File: config.mk
export PLATFORM = sky130hd
export DESIGN_NAME = paralelo_serial_tx_flat
export DESIGN_NICKNAME = d
export VERILOG_FILES = /design/src/rtl/paralelo_serial_tx_if.sv /design/src/rtl/paralelo_serial_tx.sv /design/src/flat_wrapper.sv
export SDC_FILE = /design/constraint.sdc
export NUM_CORES = 1
export LEC_CHECK = 0
export CORE_MARGIN = 2
export CORE_UTILIZATION = 54
export CTS_BUF_LIST = sky130_fd_sc_hd__clkbuf_2
export CTS_CLUSTER_SIZE = 12
export DETAILED_ROUTE_END_ITERATION = 16
export GPL_TIMING_DRIVEN = 0
export PLACE_DENSITY = 0.84
export SKIP_CTS_REPAIR_TIMING = 1
export SLEW_MARGIN = 10
export SYNTH_ARGS = -nofsm -noshare
export SYNTH_HDL_FRONTEND = slang
export SYNTH_SLANG_ARGS = --single-unit
File: constraint.sdc
create_clock -name clk_32f -period 2.55 [get_ports clk_32f]
set_clock_uncertainty 0.2 [all_clocks]
set_input_delay 0.255 -clock clk_32f [delete_from_list [all_inputs] [get_ports clk_32f]]
set_output_delay 0.255 -clock clk_32f [all_outputs]
set_load 0.02 [all_outputs]
File: src/rtl/paralelo_serial_tx_if.sv
// paralelo_serial_tx_if: word handshake into the serialiser (data_in/valid_in/force_resync in, ready_out back)
interface paralelo_serial_tx_if;
  logic [7:0] data_in;
  logic       valid_in;
  logic       force_resync;
  logic       ready_out;
  modport master(output data_in, valid_in, force_resync, input ready_out);
  modport slave(input data_in, valid_in, force_resync, output ready_out);
endinterface

File: src/rtl/paralelo_serial_tx.sv
// paralelo_serial_tx: MSB-first byte serialiser with comma preamble (clk_32f, reset, bus handshake in; serial_out, active_out, err_comma out)
module paralelo_serial_tx #(
  parameter int         SYNC_COMMAS = 4,
  parameter logic [7:0] COMMA       = 8'hBC
) (
  input  logic                  clk_32f,
  input  logic                  reset,
  paralelo_serial_tx_if.slave   bus,
  output logic                  serial_out,
  output logic                  active_out,
  output logic                  err_comma
);
  typedef enum logic {SYNC, DATA} state_e;
  localparam logic [3:0] SYNC_N = 4'(SYNC_COMMAS);
  state_e     state_q, state_d;
  logic [2:0] bit_cnt_q;
  logic [3:0] sync_cnt_q, sync_cnt_d;
  logic       pend_q, pend_d;
  logic [7:0] sr_q, sr_d, byte_sel;
  logic       serial_q, serial_d, err_q, err_d, load, ready;
  assign load = bit_cnt_q == 3'd0;
  always_ff @(posedge clk_32f) begin
    if (reset) begin
      state_q    <= SYNC;
      bit_cnt_q  <= '0;
      sync_cnt_q <= '0;
      pend_q     <= 1'b0;
      sr_q       <= '0;
      serial_q   <= 1'b0;
      err_q      <= 1'b0;
    end else begin
      state_q    <= state_d;
      bit_cnt_q  <= bit_cnt_q + 3'd1;
      sync_cnt_q <= sync_cnt_d;
      pend_q     <= pend_d;
      sr_q       <= sr_d;
      serial_q   <= serial_d;
      err_q      <= err_d;
    end
  end
  // Resync requests are held until the byte boundary so no byte is truncated.
  always_comb begin
    state_d    = state_q;
    sync_cnt_d = sync_cnt_q;
    pend_d     = pend_q | bus.force_resync;
    if (state_q == SYNC && load) sync_cnt_d = sync_cnt_q + 4'd1;
    if (bit_cnt_q == 3'd7) begin
      if (pend_d) begin
        state_d    = SYNC;
        sync_cnt_d = '0;
        pend_d     = 1'b0;
      end else if (state_q == SYNC && sync_cnt_q == SYNC_N) begin
        state_d    = DATA;
        sync_cnt_d = '0;
      end
    end
  end
  always_comb begin
    ready    = state_q == DATA && load && !reset;
    byte_sel = ready && bus.valid_in ? bus.data_in : COMMA;
    serial_d = load ? byte_sel[7] : sr_q[7];
    sr_d     = load ? {byte_sel[6:0], 1'b0} : {sr_q[6:0], 1'b0};
    err_d    = ready && bus.valid_in && bus.data_in == COMMA;
  end
  assign bus.ready_out = ready;
  assign serial_out    = serial_q;
  assign active_out    = state_q == DATA;
  assign err_comma     = err_q;
endmodule

File: src/flat_wrapper.sv
// flat-port wrapper written by rule: the top's interface ports become plain ports
module paralelo_serial_tx_flat 
#(
  parameter int         SYNC_COMMAS = 4,
  parameter logic [7:0] COMMA       = 8'hBC
)
  (clk_32f, reset, serial_out, active_out, err_comma, bus_data_in, bus_valid_in, bus_force_resync, bus_ready_out);
  paralelo_serial_tx_if bus_i ();
  input  logic clk_32f;
  input  logic reset;
  output logic serial_out;
  output logic active_out;
  output logic err_comma;
  input wire logic [$bits(bus_i.data_in)-1:0] bus_data_in;
  input wire logic [$bits(bus_i.valid_in)-1:0] bus_valid_in;
  input wire logic [$bits(bus_i.force_resync)-1:0] bus_force_resync;
  output wire logic [$bits(bus_i.ready_out)-1:0] bus_ready_out;
  assign bus_i.data_in = bus_data_in;
  assign bus_i.valid_in = bus_valid_in;
  assign bus_i.force_resync = bus_force_resync;
  assign bus_ready_out = bus_i.ready_out;
  paralelo_serial_tx #(.SYNC_COMMAS(SYNC_COMMAS), .COMMA(COMMA)) u_core (.clk_32f(clk_32f), .reset(reset), .bus(bus_i), .serial_out(serial_out), .active_out(active_out), .err_comma(err_comma));
endmodule
==> After elaboration in Yosys (flattened, before gate mapping) <==
Index checks and enable logic that the tools add are counted.
{ "totals": {"regBits": 19, "input_bits": 12, "out_inout_bits": 4, "elab_cells": 34} }
{ "op_classes": {"add_sub_neg": 2, "n_eq_ne": 3, "mux": 9, "n_bitwise": 2, "n_reduce_logical": 11} }
{ "op_table": {"columns": ["operator", "count"], "rows": [
  ["$mux 4", 4],
  ["$mux 8", 2],
  ["$eq 8x8->1 const B", 1],
  ["$logic_and 1x1->1", 6],
  ["$add 4x1->4 const B", 1],
  ["$eq 4x3->1 const B", 1],
  ["$add 3x1->3 const B", 1],
  ["$eq 3x3->1 const B", 1],
  ["$logic_not 3->1", 1],
  ["$mux 1", 3],
  ["$reduce_and 2->1", 1],
  ["$reduce_bool 2->1", 1],
  ["$reduce_or 2->1", 1],
  ["$logic_not 1->1", 1],
  ["$not 1->1", 1],
  ["$or 1x1->1", 1]
]} }

==> Longest topological paths before layout <==
Gate-level depths: netlist of the first run.
{ "logic_depth": {"ltp_word": 6, "ltp_mapped": 5, "depth_no_buf": 5} }

==> Least setup slack after synthesis of the first run <==
Ideal clock, no wire load.
{ "synth_path": {"kind": "register -> register", "startpoint": "reg u_core.bit_cnt_q[0]", "endpoint": "reg u_core.serial_q, in the netlist u_core.serial_out", "arrival_ps": 1271, "setup_slack_ps": 960, "stages_incl_launch_ff": 6, "path_buffers": 0, "cell_sequence": "dfxtp_1 -> inv_1 -> ha_1 -> and4bb_2 -> nand2_2 -> o221a_1"} }
{ "synth_between": {"elab_chain_cells": 6} }
{ "synth_lines": {"columns": ["item", "line_no", "source"], "rows": [
  ["from (decl)", "paralelo_serial_tx.sv:16", "logic [2:0] bit_cnt_q;"],
  ["from (signal assigned)", "paralelo_serial_tx.sv:33", "bit_cnt_q <= bit_cnt_q + 3'd1;"],
  ["$logic_not 3->1", "paralelo_serial_tx.sv:21", "assign load = bit_cnt_q == 3'd0;"],
  ["$logic_and 1x1->1 (2 in a row)", "paralelo_serial_tx.sv:59", "ready = state_q == DATA && load && !reset;"],
  ["named net bus_ready_out", "flat_wrapper.sv:17", "output wire logic [$bits(bus_i.ready_out)-1:0] bus_ready_out;"],
  ["$logic_and 1x1->1", "paralelo_serial_tx.sv:60", "byte_sel = ready && bus.valid_in ? bus.data_in : COMMA;"],
  ["$mux 8", "paralelo_serial_tx.sv:60", null],
  ["$mux 1", "paralelo_serial_tx.sv:61", "serial_d = load ? byte_sel[7] : sr_q[7];"],
  ["to (signal assigned)", "paralelo_serial_tx.sv:37", "serial_q <= serial_d;"],
  ["to (decl)", "paralelo_serial_tx.sv:20", "logic serial_q, serial_d, err_q, err_d, load, ready;"]
]} }
The timed path passes the listed nets, and every way through them passes these cells.
A chain may end at the register's enable or synchronous reset.

==> Worst setup path in the final report of the first run <==
{ "layout_path": {"startpoint": "reg u_core.bit_cnt_q[0]", "endpoint": "out bus_ready_out"} }
{ "layout_between": {"elab_chain_cells": 3} }
{ "layout_lines": {"columns": ["item", "line_no"], "rows": [
  ["$logic_not 3->1", "paralelo_serial_tx.sv:21"],
  ["$logic_and 1x1->1 (2 in a row)", "paralelo_serial_tx.sv:59"],
  ["to (decl)", "flat_wrapper.sv:17"]
]} }
Every way passes these cells.

==> flow_summary.ini, run 1 <==
[synth]
synthesis.nets = 87
async_flop_share_pct = 0
syn-mean-instance-area_um2 = 10.6
synth_cell_types = 23
ys_seq_area_share_pct = 48.7
synth_warnings = 0
synth_edf_count = 0
yosysTopAreaCell = dfxtp_1
synth.cell_area_um2 = 739
netlist.area_leader.share_pct = 48.7
ys_seq_elements = 18
synth_ff_type = dfxtp_1
yosys-top-cells-area = dfxtp_1, ha_1, o221a_1
syn_inst = 70

[placement]
gp_congestion = 0.779
port_buffers = 15
post-dp-hpwl_mm = 1.03

[cts]
clock_sinks = 18
clk_latency_ns = 0.28
clock_path_buffers = 2
clkTransAtPathRegs_ns = 0.15
numCtsBuffers = 3
htreeDepth = 1
cts_tree = yes
cts_root_buf = clkbuf_2

[cells_and_area]
syn2layout_area_growth_pct = 25.4
final_layout_size_suffix_gt1_share_pct = 8.99
diodes = 0
multiInputGateArea_um2 = 357
nets = 107
regArea_um2 = 360
fillCellCount = 99

[sta]
setup_viol = 0
drv_slew = 0
worst_slew_pin_slew_ns = 0.375
max_freq_mhz = 427
slew_headroom_pct = 74.9
finalSetupTns_ns = 0
period_share_pct = 91.8
rsz0062_at_grt = no
finalHoldViolCount = 0
fin_crit_ns = 2.34
hold_ws_ns = 0.259

[die]
die_area_mm2 = 0.00168
core_mm2 = 0.00128
rows = 13
fp.dieH_um = 41.0
start_util_pct = 57.5
io_pins = 16
fp.dieW_um = 41.0

[worst_setup_path]
start_kind = flip-flop
cp_max_fo = 5
cp_data_required_time_ns = 2.10
cp-end-kind = output port
cpMaxStageDelayCell = clkdlybuf4s50_1
critical-path-max-stage-delay_ns = 0.62
cp.arrival_ns = 1.89
criticalPathCategory = flip-flop to output port
path_cells = inv_1, ha_1, and4bb_2, clkdlybuf4s50_1

[grt]
grt.total_usage_pct = 17.7
antenna_found_initial = 0
grt_pass1_vias = 453
grt_pass1_wl_mm = 1.90
grt_max_degree = 11
grt-ovfl-total = 0

[power_and_ir_drop]
ir_drop_uv = 337
leakagePower_uw = 0.000358
power_density_mw_per_mm2 = 561

[route]
first_pass_iters = 4
antenna_left = 0
drt-initial-drc-count = 4
viasPerCell = 5.50
route.vias.total = 572
wl_mm = 1.33
post_drt_wl_per_cell_um = 12.8
drc = 0

[min_path]
hp-class = flip-flop to flip-flop

[run_status]
status = finished, final reports clean

[run]
cap_violations = 0
-- layout by cell type (no fill, tap or decap), drive strengths merged --
| master | netlist | final |
|---|---|---|
| nand2b | 1 | 1 |
| dfxtp | 18 | 18 |
| clkdlybuf4s50 | 0 | 15 |
| nand3 | 2 | 2 |
| a21oi | 3 | 3 |
| a32oi | 2 | 2 |
| and3 | 1 | 1 |
| clkbuf | 0 | 3 |
| o221a | 5 | 5 |
| o31ai | 1 | 1 |
| nor3 | 2 | 2 |
| nor2b | 2 | 2 |
| and4bb | 2 | 2 |
| o211ai | 1 | 1 |
| nand4b | 2 | 2 |
| and2b | 1 | 1 |
| ha | 5 | 5 |
| nand2 | 3 | 3 |
| inv | 6 | 6 |
| nor2 | 7 | 7 |
| clkinv | 0 | 1 |
| o21ai | 2 | 2 |
| xnor2 | 2 | 2 |
| or4 | 1 | 1 |
| nor3b | 1 | 1 |
-- final timing paths --
path                       start  cells past startpoint  slack [ns]             endpoint
max          u_core.bit_cnt_q[0]                      4        0.21        bus_ready_out
min          u_core.bit_cnt_q[0]                      1        0.26  u_core.bit_cnt_q[0]
max reg2reg  u_core.bit_cnt_q[0]                      5        0.89       u_core.sr_q[6]
min reg2reg  u_core.bit_cnt_q[0]                      1        0.26  u_core.bit_cnt_q[0]
-- cells by family (layout without fill, tap and decap cells) --
logic type / after synthesis / count (layout) / synth area share [%]
simple gates: 25 / 25 / 22.0
flops: 18 / 18 / 48.7
compound gates: 14 / 14 / 15.4
buf+inv: 6 / 25 / 3.05
fa+ha+maj: 5 / 5 / 8.46
xor+xnor: 2 / 2 / 2.37
-- state kept, by name, summed over array words and instances, names as in the netlist --
name,count
u_core.sr_q,7
u_core.pend_q,1
u_core.bit_cnt_q,3
u_core.serial_out,1
u_core.err_comma,1
u_core.sync_cnt_q,4
u_core.active_out,1
-- cell type report --
class | count | area share [%]
Tap cell | 15 | 2.02
Sequential cell | 18 | 38.9
Inverter | 6 | 2.43
Multi-Input combinational cell | 46 | 38.5
Clock inverter | 1 | 0.405
Clock buffer | 3 | 1.62
Timing Repair Buffer | 15 | 16.2
-- report_power, final --
group | switching, µW | internal (µW)
logic | 39.0 | 49.4
registers | 13.7 | 303
clock network | 80.8 | 34.1
-- critical path: cells and delay by family (launching register included) --
kind / cells / cell delay, ns
buffers and inverters: 2 / 0.68
flip-flops: 1 / 0.36
AND/OR/NAND/NOR: 1 / 0.33
adder cells (fa/ha/maj): 1 / 0.25
-- per-layer routing --
metal	up-vias	track usage [%]	part of all wire, %
li1	293	-	-
met3	2	3.26	5.6
met5	-	0	0
met1	261	23.3	47
met4	0	10.0	0.90
met2	16	27.0	46
-- synth_stat cells, drive strengths merged (2+ instances only) --
library cell  instances
a21oi                 3
o221a                 5
ha                    5
dfxtp                18
nand4b                2
nand2                 3
nor2b                 2
nor3                  2
and4bb                2
inv                   6
o21ai                 2
nand3                 2
xnor2                 2
a32oi                 2
nor2                  7
-- metrics by stage --
step | area (µm²) | worst slack, ns | cells | utilization [%] | total power [µW]
global route | 927 | 0.0650 | 104 | 72.2 | 547
CTS | 927 | 0.189 | 104 | 72.2 | 525
finish | 927 | 0.208 | 104 | 72.2 | 520
global placement | 908 | 0.248 | 100 | 70.7 | 406
detailed placement | 908 | 0.236 | 100 | 70.7 | 411
floorplan | 739 | 0.960 | 70 | - | 373
(Power assumes the default switching activity.)
==> inputs of run 2 (changes only) <==
- CORE_UTILIZATION: 54 -> 46
- PLACE_DENSITY: 0.84 -> 0.76
- clock period: 2.55 -> 1.99 ns (I/O delays scaled with it)
==> run 2 against run 1 <==
Compared with the run above: combinational power grew 27%; die area increased by 16%; non-clock buffer count is the same; first-iteration DRC count grew to 2.5 times the previous value; setup slack lost 0.083 ns; sequential power up 28%; global-route usage decreased by 1.6 points; power up 27%.
==> flow_summary.ini, run 2 (synthesis gave the netlist of run 1 again) <==
[sta]
max_freq_mhz = 536
rsz0062_at_grt = no
slew_headroom_pct = 77.7
period_share_pct = 93.7
hold_ws_ns = 0.251
worst_slew_pin_slew_ns = 0.334
fin_crit_ns = 1.86
setup_viol = 0
finalHoldViolCount = 0
drv_slew = 0
setup_ws_ns = 0.125

[placement]
pre_cts_slack_ns = -0.190
port_buffers = 15
gp_congestion = 0.758
dpl.cell_count = 101
post-dp-hpwl_mm = 1.03

[cells_and_area]
final_common_cell = dfxtp_1
layout_common_cells = dfxtp_1, clkdlybuf4s50_1, nor2_1
largest_reg_flops = 7
diodes = 0
fillCellCount = 130
nets = 107
top_regs = u_core.sr_q x7, u_core.sync_cnt_q x4, u_core.bit_cnt_q x3
syn2layout_area_growth_pct = 24.4
regMostFlops = u_core.sr_q
final_layout_size_suffix_gt1_share_pct = 10.2
final_cells = 104

[route]
drc = 0
route.vias.total = 571
post_drt_wl_per_cell_um = 13.1
wl_met1_um = 619
drt-initial-drc-count = 10
top_layer = met4
first_pass_iters = 4
wl_met3_um = 66
antenna_left = 0
viasPerCell = 5.49
wl_mm = 1.36
wl_met2_um = 656

[grt]
antenna_found_initial = 0
grt.total_usage_pct = 16.1
grt-ovfl-total = 0
grt_pass1_wl_mm = 2.24
grt_max_degree = 10
grt_pass1_vias = 527

[die]
io_pins = 16
fp.dieW_um = 44.1
fp.dieH_um = 44.1
die_area_mm2 = 0.00194
start_util_pct = 49.1
rows = 14
core_mm2 = 0.00151

[run]
cap_violations = 0

[cts]
clkTransAtPathRegs_ns = 0.16
htreeDepth = 1
clk_latency_ns = 0.28
cts_root_buf = clkbuf_2
clock_path_buffers = 2
cts_tree = yes
clock_sinks = 18
numCtsBuffers = 3

[worst_setup_path]
cp_max_fo = 9
reg2reg_slack_ns = 0.34
cp-end-kind = output port
critical-path-max-stage-delay_ns = 0.66
start_kind = flip-flop
criticalPathCategory = flip-flop to output port
cp_data_required_time_ns = 1.59
cpMaxStageDelayCell = clkdlybuf4s50_1
cp_top_family = buffers and inverters
path_buf_inv = 1
path_cells = clkdlybuf4s50_1
cp.arrival_ns = 1.47

[run_status]
status = finished, final reports clean

[power_and_ir_drop]
power_density_mw_per_mm2 = 718
leakagePower_uw = 0.000358
ir_drop_uv = 412

[min_path]
hp-class = flip-flop to flip-flop
## run 2: cell types whose count changed in the layout (fill, tap and decap cells not counted), sizes merged
cell / before / now
clkdlybuf4s50: 15 / 14
clkbuf: 3 / 4
clkinv: 1 / 0
## run 2: path summary, 6_finish.rpt
path	to	from	depth (start not counted)
max	active_out	u_core.active_out	1
min	u_core.bit_cnt_q[0]	u_core.bit_cnt_q[0]	1
max reg2reg	u_core.sr_q[6]	u_core.bit_cnt_q[0]	5
min reg2reg	u_core.bit_cnt_q[0]	u_core.bit_cnt_q[0]	1
## run 2: where the power goes
group          total, µW  internal (µW)  switching (µW)  leakage [µW]
clock                143           41.1             102     0.0000125
combinational        112           63.1            48.5      0.000197
sequential           406            388            17.7      0.000148
## run 2: worst reg2reg max path, cell delays in order (launching register included)
cell and delay [ns]:
dfxtp_1 0.35, inv_1 0.06, ha_1 0.25, and4bb_2 0.33, nand2_2 0.12, o221a_1 0.26
## run 2: area by class of cell
cell class	count	area [µm²]	area share (%)
Clock buffer	3	15.0	1.63
Inverter	6	22.5	2.45
Multi-Input combinational cell	46	357	38.8
Sequential cell	18	360	39.2
Tap cell	16	20.0	2.18
Timing Repair Buffer	15	145	15.8
## run 2: routing by layer
metal  vias up  global-route usage [%]
li1        290                       -
met1       267                    19.6
met2        12                    26.2
met3         2                    3.67
met4         0                    9.09
met5         -                       0
## run 2: through the flow
stage          instance area, µm²  total power (µW)  TNS (ns)  utilization (%)
2_1_floorplan                 739               478         0                -
3_3_place_gp                  910               522    -0.193             60.4
3_5_place_dp                  910               527    -0.190             60.4
4_1_cts                       925               665    -0.316             61.4
5_1_grt                       920               705         0             61.0
6_report                      920               661         0             61.0
==> inputs of run 3 (changes only) <==
- CORE_MARGIN: 2 -> unset
- CTS_CLUSTER_SIZE: 12 -> unset
- SETUP_SLACK_MARGIN: unset -> 0.02
==> run 3 against run 2 <==
Compared with the run above: critical path depth unchanged; die area is 8.9% lower; design area grew 0.41%; global-route usage up 1.5 points; power up 1.8%; worst hold slack improved by 0.0011 ns; first-iteration DRC count down 40%; non-clock buffer count did not move; cell count rose by 0.96%; clock-buffer cell count unchanged; highest routed layer unchanged.
==> flow_summary.ini, run 3 (synthesis gave the netlist of run 1 again) <==
[run_status]
status = finished, final reports clean

[cts]
clkTransAtPathRegs_ns = 0.16
clk_latency_ns = 0.30
clock_sinks = 18
clock_path_buffers = 2
numCtsBuffers = 3
cts_tree = yes
htreeDepth = 1
cts_root_buf = clkbuf_2

[cells_and_area]
regArea_um2 = 360
syn2layout_area_growth_pct = 24.9
fillCellCount = 123
layout_common_cells = dfxtp_1, clkdlybuf4s50_1, nor2_1
final_layout_size_suffix_gt1_share_pct = 10.1
utilization_pct = 61.3
multiInputGateArea_um2 = 357
diodes = 0
final_cells = 105
design_area_um2 = 923
regMostFlops = u_core.sr_q
final_common_cell = dfxtp_1
top_regs = u_core.sr_q x7, u_core.sync_cnt_q x4, u_core.bit_cnt_q x3
nets = 107
largest_reg_flops = 7

[worst_setup_path]
critical-path-max-stage-delay_ns = 0.67
reg2reg_from = u_core.bit_cnt_q[0]
cp_max_fo = 9
cp.arrival_ns = 1.51
cp_data_required_time_ns = 1.59
criticalPathCategory = flip-flop to output port
reg2reg_slack_ns = 0.35
start_kind = flip-flop
r2r-end = u_core.sr_q[6]
cp-end-kind = output port
path_buf_inv = 1
path_cells = clkdlybuf4s50_1
cp_top_family = buffers and inverters
cpMaxStageDelayCell = clkdlybuf4s50_1
reg2regPathDepth = 5

[placement]
dpl.cell_count = 101
dpl-instance-area_um2 = 910
pre_cts_slack_ns = -0.218
port_buffers = 15
gp_congestion = 0.765
post-dp-hpwl_mm = 1.03

[sta]
finalHoldViolCount = 0
fin_crit_ns = 1.90
period_share_pct = 95.7
drv_slew = 0
slew_headroom_pct = 77.2
worst_slew_pin_slew_ns = 0.340
rsz0062_at_grt = no
max_freq_mhz = 525
setup_viol = 0
setup_ws_ns = 0.0855

[power_and_ir_drop]
leakagePower_uw = 0.000359
finalPower_uw = 672
ir_drop_uv = 437
power_density_mw_per_mm2 = 728

[grt]
use_met2_pct = 27.2
grt_pass1_wl_mm = 2.30
grt.total_usage_pct = 17.7
grt-ovfl-total = 0
busiest_layer = met2
grt_max_degree = 11
met1_usage_pct = 22.3
grt_use_met3_pct = 2.59
antenna_found_initial = 0
grt_pass1_vias = 541

[route]
wl_mm = 1.36
post_drt_wl_per_cell_um = 12.9
viasPerCell = 5.36
drc = 0
antenna_left = 0
drt-initial-drc-count = 6
route.vias.total = 563
first_pass_iters = 4

[die]
fp.dieH_um = 42.1
rows = 14
fp.dieW_um = 42.1
core_mm2 = 0.00151
die_area_mm2 = 0.00177
io_pins = 16
start_util_pct = 49.1

[min_path]
hp-class = flip-flop to flip-flop
hold_path_depth = 1
holdPathEnd = u_core.bit_cnt_q[0]
min_from = u_core.bit_cnt_q[0]

[run]
cap_violations = 0
## run 3: cell count changes in the layout (fill, tap and decap cells not counted), sizes merged
cell | previous run | this run
clkinv | 0 | 1
## run 3: power breakdown
part,internal [µW],switching (µW)
clock network,43.7,111
registers,388,16.6
logic,63.5,49.8
total,495,177
## run 3: worst register-to-register path, delay by kind of cell, from the launching register on
kind            cells  cell delay [ns]
simple gates        2             0.43
flops               1             0.35
compound gates      1             0.26
fa+ha+maj           1             0.25
buf+inv             1             0.05
## run 3: stage by stage
step	setup TNS [ns]	hold slack (ns)
after floorplan	0	0.0706
after global placement	-0.208	0.215
after detailed placement	-0.218	0.227
after CTS	-0.335	0.256
after global routing	0	0.269
final	0	0.252
## run 3: area by class of cell
type,count,share of cell area [%]
clock buffer,3,1.63
clock inverter,1,0.407
inverter,6,2.44
multi-input combinational,46,38.6
sequential,18,39.0
tap,16,2.17
timing repair buffer,15,15.7
## run 3: worst max path at each step
stage / from / end / depth (start not counted)
after floorplan: u_core.bit_cnt_q[0] / u_core.serial_out / 5
after global placement: reset / bus_ready_out / 3
after detailed placement: reset / bus_ready_out / 3
after CTS: u_core.bit_cnt_q[0] / bus_ready_out / 4
after global routing: u_core.bit_cnt_q[0] / bus_ready_out / 4
final: u_core.active_out / active_out / 1
## run 3: per-layer routing
| metal | part of all wire, % | wire length, µm |
|---|---|---|
| met5 | 0 | 0 |
| met4 | 2.9 | 40 |
| met3 | 4.0 | 54 |
| met2 | 45 | 606 |
| met1 | 48 | 657 |
